`config.mk`:
```
export PLATFORM = sky130hd
export DESIGN_NAME = imem_dump_reader
export DESIGN_NICKNAME = d
export VERILOG_FILES = /design/src/rtl/imem_dump_reader_pkg.sv /design/src/rtl/imem_dump_fifo.sv /design/src/rtl/imem_dump_reader.sv
export SDC_FILE = /design/constraint.sdc
export NUM_CORES = 1
export LEC_CHECK = 0
export ABC_AREA = 1
export BUFFER_PORTS_ARGS = -buffer_cell sky130_fd_sc_hd__buf_2
export CORE_MARGIN = 10
export CORE_UTILIZATION = 63
export CTS_CLUSTER_DIAMETER = 150
export DETAILED_ROUTE_END_ITERATION = 7
export PLACE_DENSITY = 0.86
export SLEW_MARGIN = 5
export SYNTH_ARGS = -nofsm -noshare
export SYNTH_HDL_FRONTEND = slang
export SYNTH_SLANG_ARGS = --single-unit
```
`constraint.sdc`:
```
create_clock -name clk -period 6.55 [get_ports clk]
set_input_delay 0.3275 -clock clk [delete_from_list [all_inputs] [get_ports clk]]
set_output_delay 0.3275 -clock clk [all_outputs]
set_load 0.05 [all_outputs]
```
`src/rtl/imem_dump_reader_pkg.sv`:
```
// ============================================================================
// imem_dump_reader_pkg : shared state encodings and IM defaults for the dump reader
// Rev 1.0
// ============================================================================
`default_nettype none

package imem_dump_reader_pkg;

  typedef enum logic [1:0] {
    ST_IDLE  = 2'd0,
    ST_READ  = 2'd1,
    ST_DRAIN = 2'd2,
    ST_DONE  = 2'd3
  } state_e;

  localparam int WORD_BYTES = 4;
  localparam int IM_DATA_W  = 32;
  localparam int IM_ADDR_W  = 32;

endpackage

`default_nettype wire

```
`src/rtl/imem_dump_fifo.sv`:
```
// ============================================================================
// imem_dump_fifo : synchronous skid FIFO holding {addr, data, last} return beats
// Rev 1.0
// ============================================================================
`default_nettype none

module imem_dump_fifo #(
  parameter int WIDTH = 65,
  parameter int DEPTH = 4
) (
  input  logic                         clk,
  input  logic                         rst_n,
  input  logic                         push_i,
  input  logic [WIDTH-1:0]             wdata_i,
  input  logic                         pop_i,
  output logic [WIDTH-1:0]             rdata_o,
  output logic [$clog2(DEPTH):0]       count_o,
  output logic                         full_o,
  output logic                         empty_o
);

  localparam int PW = $clog2(DEPTH);
  localparam int CW = PW + 1;

  logic [WIDTH-1:0] mem_q [DEPTH];
  logic [PW-1:0]    wr_q, rd_q;
  logic [CW-1:0]    count_q, count_d;
  logic             w_push, w_pop;

  assign full_o  = (count_q == CW'(DEPTH));
  assign empty_o = (count_q == '0);
  assign w_push  = push_i && !full_o;
  assign w_pop   = pop_i && !empty_o;
  assign count_d = count_q + CW'(w_push) - CW'(w_pop);
  assign rdata_o = mem_q[rd_q];
  assign count_o = count_q;

  always_ff @(posedge clk or negedge rst_n) begin
    if (!rst_n) begin
      for (int i = 0; i < DEPTH; i++) mem_q[i] <= '0;
      wr_q    <= '0;
      rd_q    <= '0;
      count_q <= '0;
    end else begin
      if (w_push) begin
        mem_q[wr_q] <= wdata_i;
        wr_q        <= wr_q + 1'b1;
      end
      if (w_pop) rd_q <= rd_q + 1'b1;
      count_q <= count_d;
    end
  end

endmodule

`default_nettype wire

```
`src/rtl/imem_dump_reader.sv`:
```
// ============================================================================
// imem_dump_reader : streams word_count IM words from base_addr out on valid/ready
// Optional running checksum enabled by defining IMEM_DUMP_CHECKSUM_EN. Rev 1.0
// ============================================================================
`default_nettype none

module imem_dump_reader
  import imem_dump_reader_pkg::*;
#(
  parameter int DATA_W     = IM_DATA_W,
  parameter int ADDR_W     = IM_ADDR_W,
  parameter int CNT_W      = 8,
  parameter int RD_LAT     = 1,
  parameter int FIFO_DEPTH = 4
) (
  input  logic              clk,
  input  logic              rst_n,
  input  logic              start_i,
  input  logic [ADDR_W-1:0] base_addr_i,
  input  logic [CNT_W-1:0]  word_count_i,
  output logic              busy_o,
  output logic              done_o,
  output logic              im_re_o,
  output logic [ADDR_W-1:0] im_raddr_o,
  input  logic [DATA_W-1:0] im_rdata_i,
  output logic              dump_valid_o,
  input  logic              dump_ready_i,
  output logic [DATA_W-1:0] dump_data_o,
  output logic [ADDR_W-1:0] dump_addr_o,
  output logic              dump_last_o,
  output logic [DATA_W-1:0] checksum_o
);

  localparam int CW = $clog2(FIFO_DEPTH) + 1;
  localparam int FW = ADDR_W + DATA_W + 1;
  localparam logic [CW:0] DEPTH_C = (CW+1)'(FIFO_DEPTH);

  state_e                state_q, state_d;
  logic [ADDR_W-1:0]     base_q;
  logic [CNT_W-1:0]      count_q, issued_q;
  logic [RD_LAT-1:0]     tag_vld_q, tag_last_q;
  logic [ADDR_W-1:0]     tag_addr_q [RD_LAT];
  logic [CW-1:0]         fifo_count, inflight;
  logic                  fifo_full, fifo_empty;
  logic [FW-1:0]         fifo_rdata;
  logic                  w_credit, w_last_issue, w_pop, w_accept;

  always_comb begin
    inflight = '0;
    for (int i = 0; i < RD_LAT; i++) inflight = inflight + CW'(tag_vld_q[i]);
  end

  // Credits cover FIFO occupancy plus every read still in the return pipe.
  assign w_credit     = !fifo_full && (((CW+1)'(fifo_count) + (CW+1)'(inflight)) < DEPTH_C);
  assign w_last_issue = (issued_q == (count_q - CNT_W'(1)));
  assign im_raddr_o   = base_q + (ADDR_W'(issued_q) << $clog2(WORD_BYTES));
  assign w_accept     = (state_q == ST_IDLE) && start_i;
  assign w_pop        = dump_valid_o && dump_ready_i;

  always_ff @(posedge clk or negedge rst_n) begin
    if (!rst_n) state_q <= ST_IDLE;
    else        state_q <= state_d;
  end

  always_comb begin
    state_d = state_q;
    case (state_q)
      ST_IDLE:  if (start_i) state_d = (word_count_i != '0) ? ST_READ : ST_DONE;
      ST_READ:  if (w_credit && w_last_issue) state_d = ST_DRAIN;
      // The last-tagged word is always the final one through the FIFO.
      ST_DRAIN: if (w_pop && dump_last_o) state_d = ST_DONE;
      default:  state_d = ST_IDLE;
    endcase
  end

  always_comb begin
    busy_o  = (state_q != ST_IDLE);
    done_o  = (state_q == ST_DONE);
    im_re_o = (state_q == ST_READ) && w_credit;
  end

  always_ff @(posedge clk or negedge rst_n) begin
    if (!rst_n) begin
      base_q     <= '0;
      count_q    <= '0;
      issued_q   <= '0;
      tag_vld_q  <= '0;
      tag_last_q <= '0;
      for (int i = 0; i < RD_LAT; i++) tag_addr_q[i] <= '0;
    end else begin
      if (w_accept) begin
        base_q   <= base_addr_i & ~ADDR_W'(WORD_BYTES - 1);
        count_q  <= word_count_i;
        issued_q <= '0;
      end else if (im_re_o) begin
        issued_q <= issued_q + CNT_W'(1);
      end
      tag_vld_q[0]  <= im_re_o;
      tag_last_q[0] <= im_re_o && w_last_issue;
      tag_addr_q[0] <= im_raddr_o;
      for (int i = 1; i < RD_LAT; i++) begin
        tag_vld_q[i]  <= tag_vld_q[i-1];
        tag_last_q[i] <= tag_last_q[i-1];
        tag_addr_q[i] <= tag_addr_q[i-1];
      end
    end
  end

  imem_dump_fifo #(
    .WIDTH (FW),
    .DEPTH (FIFO_DEPTH)
  ) u_fifo (
    .clk     (clk),
    .rst_n   (rst_n),
    .push_i  (tag_vld_q[RD_LAT-1]),
    .wdata_i ({tag_addr_q[RD_LAT-1], im_rdata_i, tag_last_q[RD_LAT-1]}),
    .pop_i   (w_pop),
    .rdata_o (fifo_rdata),
    .count_o (fifo_count),
    .full_o  (fifo_full),
    .empty_o (fifo_empty)
  );

  assign dump_valid_o = !fifo_empty;
  assign dump_addr_o  = fifo_rdata[FW-1 -: ADDR_W];
  assign dump_data_o  = fifo_rdata[DATA_W:1];
  assign dump_last_o  = fifo_rdata[0];

`ifdef IMEM_DUMP_CHECKSUM_EN
  logic [DATA_W-1:0] csum_q;
  always_ff @(posedge clk or negedge rst_n) begin
    if (!rst_n)        csum_q <= '0;
    else if (w_accept) csum_q <= '0;
    else if (w_pop)    csum_q <= csum_q + dump_data_o;
  end
  assign checksum_o = csum_q;
`else
  assign checksum_o = '0;
`endif

endmodule

`default_nettype wire

```
# Word-level counts from Yosys, hierarchy flattened
# Index checks and enable logic that the tools add are counted.
# Widths: inputs -> output; s select.
[totals] inputBits=76 output_inout_bits=133 register_bits=349 word_cells=67
[op_classes] order_cmp=4 eq_ne=8 n_reduce_logical=18 addsub=8 mux=13 bitwise_logic=2
[ops] op="$bwmux 260" n=1
[ops] op="$mux 65" n=3
[ops] op="$bmux 65 s2" n=1
[ops] op="$demux 65 s2" n=1
[ops] op="$add 32x10->32" n=1
[ops] op="$mux 8" n=2
[ops] op="$logic_and 1x1->1" n=10
[ops] op="$add 8x1->8 const B" n=1
[ops] op="$eq 8x8->1" n=1
[ops] op="$mux 2" n=4
[ops] op="$reduce_bool 8->1" n=1
[ops] op="$sub 8x1->8 const B" n=1
[ops] op="$ge 3x3->1 const B" n=2
[ops] op="$ne 2x2->1 const B" n=3
[ops] op="$not 2->3" n=2
[ops] op="$pmux 2 s3" n=1
[ops] op="$add 2x1->2 const B" n=2
[ops] op="$add 3x1->4" n=1
[ops] op="$eq 2x2->1 const B" n=2
[ops] op="$lt 4x3->1 const B" n=1
[ops] op="$reduce_bool 2->1" n=2
[ops] op="$add 3x1->3" n=1
[ops] op="$eq 3x3->1 const B" n=1
[ops] op="$logic_not 3->1" n=1
[ops] op="other kinds (6)" n=7

# Logic depth before layout (Yosys ltp)
[logic_depth] word_depth=7 mapped_depth=14 mapped_depth_nobuf=14

# Hierarchy
# A second synthesis with hierarchy kept.
[hier_totals] cells_unflattened=2169 area_unflattened_um2=17420.5
[modules_own_cells] module="imem_dump_fifo" n_inst=1 cells_each=1641 seq_area_each_um2=6681.4 area_each_um2=13100.1
[modules_own_cells] module="imem_dump_reader" n_inst=1 cells_each=528 seq_area_each_um2=2001.9 area_each_um2=4320.4

# Worst setup path after synthesis
# OpenSTA, ideal clock, no wires.
[synth_timing] kind="register to output" startpoint="register issued_q[0]" endpoint="output port im_raddr_o[28]" required_ns=6.222 path_stages_with_launch=9 path_slack_ns=3.585 t_arrival_ns=2.638 n_path_buf=0 path_cell_list="dfrtp_1 -> ha_1 -> inv_1 -> fa_1 -> o31ai_1 -> a21oi_1 -> nor2_1 -> nand2_1 -> xor2_1"
[synth_between] elab_chain_cells=1
[synth_rtl] item="start, declared" line="imem_dump_reader.sv:40" text="logic [CNT_W-1:0] count_q, issued_q;"
[synth_rtl] item="start signal, assigned" line="imem_dump_reader.sv:96" text="issued_q <= issued_q + CNT_W'(1);"
[synth_rtl] item="$add 32x10->32" line="imem_dump_reader.sv:56" text="assign im_raddr_o = base_q + (ADDR_W'(issued_q) << $clog2(WORD_BYTES));"
[synth_rtl] item="end, declared" line="imem_dump_reader.sv:24" text="output logic [ADDR_W-1:0] im_raddr_o,"
# No other way between the ends.

# Worst setup path after layout
# Ends and elaborated chain as after synthesis.

==> flow_summary.ini <==
[clocking]
clk_pin_slew_ps = 60
clock_sinks = 339
cts_buffers = 37
cts-root-buf = clkbuf_16
worstSkewPairLatency_ps = 520
clockBufferDepth = 3
ctsHoldBuffers = 10
htree_levels = 2
cts_tree = done
cts.repair.resized = 0
post_cts_buffers = 0

[setup_path]
r2r_end = u_fifo.mem_q[0]
reg2reg_depth = 6
worstSetupEndpointType = output pin
required_ps = 6220
critPathArrivalTime_ps = 3310
worstSetupPathType = register to output pin
reg2reg_slack_ps = 3740
critPathLaunchType = register
r2r-start = u_fifo.count_o[1]
crit_path_max_fanout = 5

[worst_hold_path]
min_delay_path_depth = 3
hp-start = base_addr_i[14]
whs_endpoint = base_q[14]
hp-class = primary input to register

[placed_design]
place_hpwl_um = 23500
io_buffer_count = 170
post-place-ws_ps = 3500
dpl_cell_area_um2 = 16900
gp_congestion = 0.881

[timing]
slew_headroom = 0.279
fin_crit_ps = 3640
drv_slew = 0
hold_slack_ps = 13.7
final_hold_viol_count = 0
setup_viol = 0
rsz0062_at_grt = false
fin_skew_ps = 20.5
tightest_slew_ps = 1080
fin_crit_sh = 0.556
fmax_mhz = 275
setup_tns_ps = 0
worst_slack_ps = 2910

[final_layout]
design_area_um2 = 18300
fill_cells = 1708
nets = 1724
synthToLayoutAreaGrowth_pct = 13.2
layout-drive-gt1-share = 0.305

[yosys]
synth-seq-cells = 339
syn_area_per_cell_um2 = 11.0
syn_area_um2 = 16200
netlist-cell-type-count = 37
ys_seq_area_frac = 0.525
yosysWarnings = 0
synth_cells = 1467

[grt]
overflow = 0
antenna_found_initial = 0
grt_pass1_vias = 12100
track_usage = 0.229
grt_pass1_wl_um = 62200
grt_max_degree = 180

[route]
drt_iter0_drc = 800
wl_per_cell_um = 19.4
drc = 0
vias = 11500
antenna_left = 0
drt-pass1-iter-count = 5
wl_um = 38500
vias_per_cell = 5.81

[floorplanning]
start_util = 0.641
rows = 58
die_w_um = 180
io_pins = 209
die_area_um2 = 32400
die_h_um = 180
core-area_um2 = 25200

[status]
status = completed

[flow_run]
drv_cap = 0
[per-stage QoR]
step | std cells | utilization
final | 1984 | 0.726
after global routing | 1983 | 0.726
after CTS | 1983 | 0.726
after detailed placement | 1905 | 0.671
after global placement | 1905 | 0.671
after floorplan | 1502 | -
[layer usage]
layer | GRT usage | wire (um)
met1 | 0.288 | 16200
met2 | 0.393 | 19100
met3 | 0.0466 | 2450
met4 | 0.0673 | 725
met5 | 0 | 0
[cells in the mapped netlist (all sizes together)]
| master | instances | area, um2 |
|---|---|---|
| clkbuf | 46 | 173 |
| nand3 | 21 | 105 |
| and2 | 1 | 6.26 |
| nand3b | 2 | 15.0 |
| and3 | 1 | 6.26 |
| dfrtp | 339 | 8480 |
| buf | 63 | 607 |
| fa | 2 | 40.0 |
| nor2 | 176 | 728 |
| nand2 | 185 | 694 |
| xnor2 | 11 | 96.3 |
| o31ai | 1 | 7.51 |
| nand4 | 4 | 25.0 |
| xor2 | 25 | 219 |
| o22ai | 64 | 400 |
| a21oi | 15 | 75.1 |
| ha | 22 | 275 |
| or2 | 1 | 6.26 |
| a31oi | 1 | 21.3 |
| mux2 | 252 | 3060 |
| conb | 1 | 3.75 |
| nor4 | 5 | 31.3 |
| inv | 63 | 241 |
| a211oi | 1 | 7.51 |
| nor3 | 11 | 55.1 |
| clkinv | 3 | 11.3 |
| o21ai | 151 | 756 |
[worst max-delay path, cell delays in order, from the launching register on]
cell     delay (ps)
dfrtp_1         420
ha_1            230
inv_1           110
fa_1            440
o31ai_1         480
a21oi_1         260
nor2_1          250
nand2_1         120
xor2_1          190
buf_2           300
[worst max path at each step]
stage,startpoint,to,slack [ps]
global placement,issued_q[0],im_raddr_o[28],3510
detailed placement,u_fifo.rd_q[0],dump_addr_o[13],3500
finish,issued_q[0],im_raddr_o[28],2910
CTS,issued_q[0],im_raddr_o[28],2910
floorplan,issued_q[0],im_raddr_o[28],3580
global route,issued_q[0],im_raddr_o[28],2660
[layout make-up]
class	count	area, um2	share of cell area
antenna	1	2.50	0.000137
tap	330	413	0.0226
inverter	66	254	0.0139
sequential	339	8490	0.464
clock inverter	13	174	0.00951
clock buffer	55	1130	0.0616
multi-input combinational	988	6770	0.370
timing repair buffer	192	1060	0.0581
[cell families after synthesis]
kind of cell / count (synthesis) / synth area share
simple gates: 407 / 0.104
flops: 339 / 0.525
mux: 252 / 0.190
compound gates: 233 / 0.0785
buf+inv: 175 / 0.0639
xor+xnor: 36 / 0.0195
fa+ha+maj: 24 / 0.0195
other cells: 1 / 0.000232
[flip-flops by register name, indices dropped and copies added (netlist names)]
signal          cells
base_q             30
count_q             8
issued_q            8
state_q             2
tag_addr_q         30
tag_last_q          1
tag_vld_q           1
u_fifo.count_o      3
u_fifo.mem_q      252
u_fifo.rd_q         2
u_fifo.wr_q         2
[cells in the final DEF (no fill, tap or decap), types with 4 or more instances in the layout]
master and instances:
ha_1 22, o22ai_1 64, dfrtp_1 337, nor2_1 171, clkbuf_16 39, nand3_1 21, mux2_2 188, buf_4 11
xnor2_1 11, o21ai_0 151, clkinv_2 7, clkbuf_8 9, nor4_1 5, mux2_4 60, nand2_1 185, inv_1 61
dlygate4sd3_1 10, a21oi_1 15, bufinv_16 4, xor2_1 25, nor2_8 4, clkbuf_1 7, mux2_1 4, buf_2 169
nor3_1 11, nand4_1 4, conb_1 36
Power is left out: the tool's default activity adds up to more than one toggle a clock period on the data nets, which glitch-free logic cannot reach.
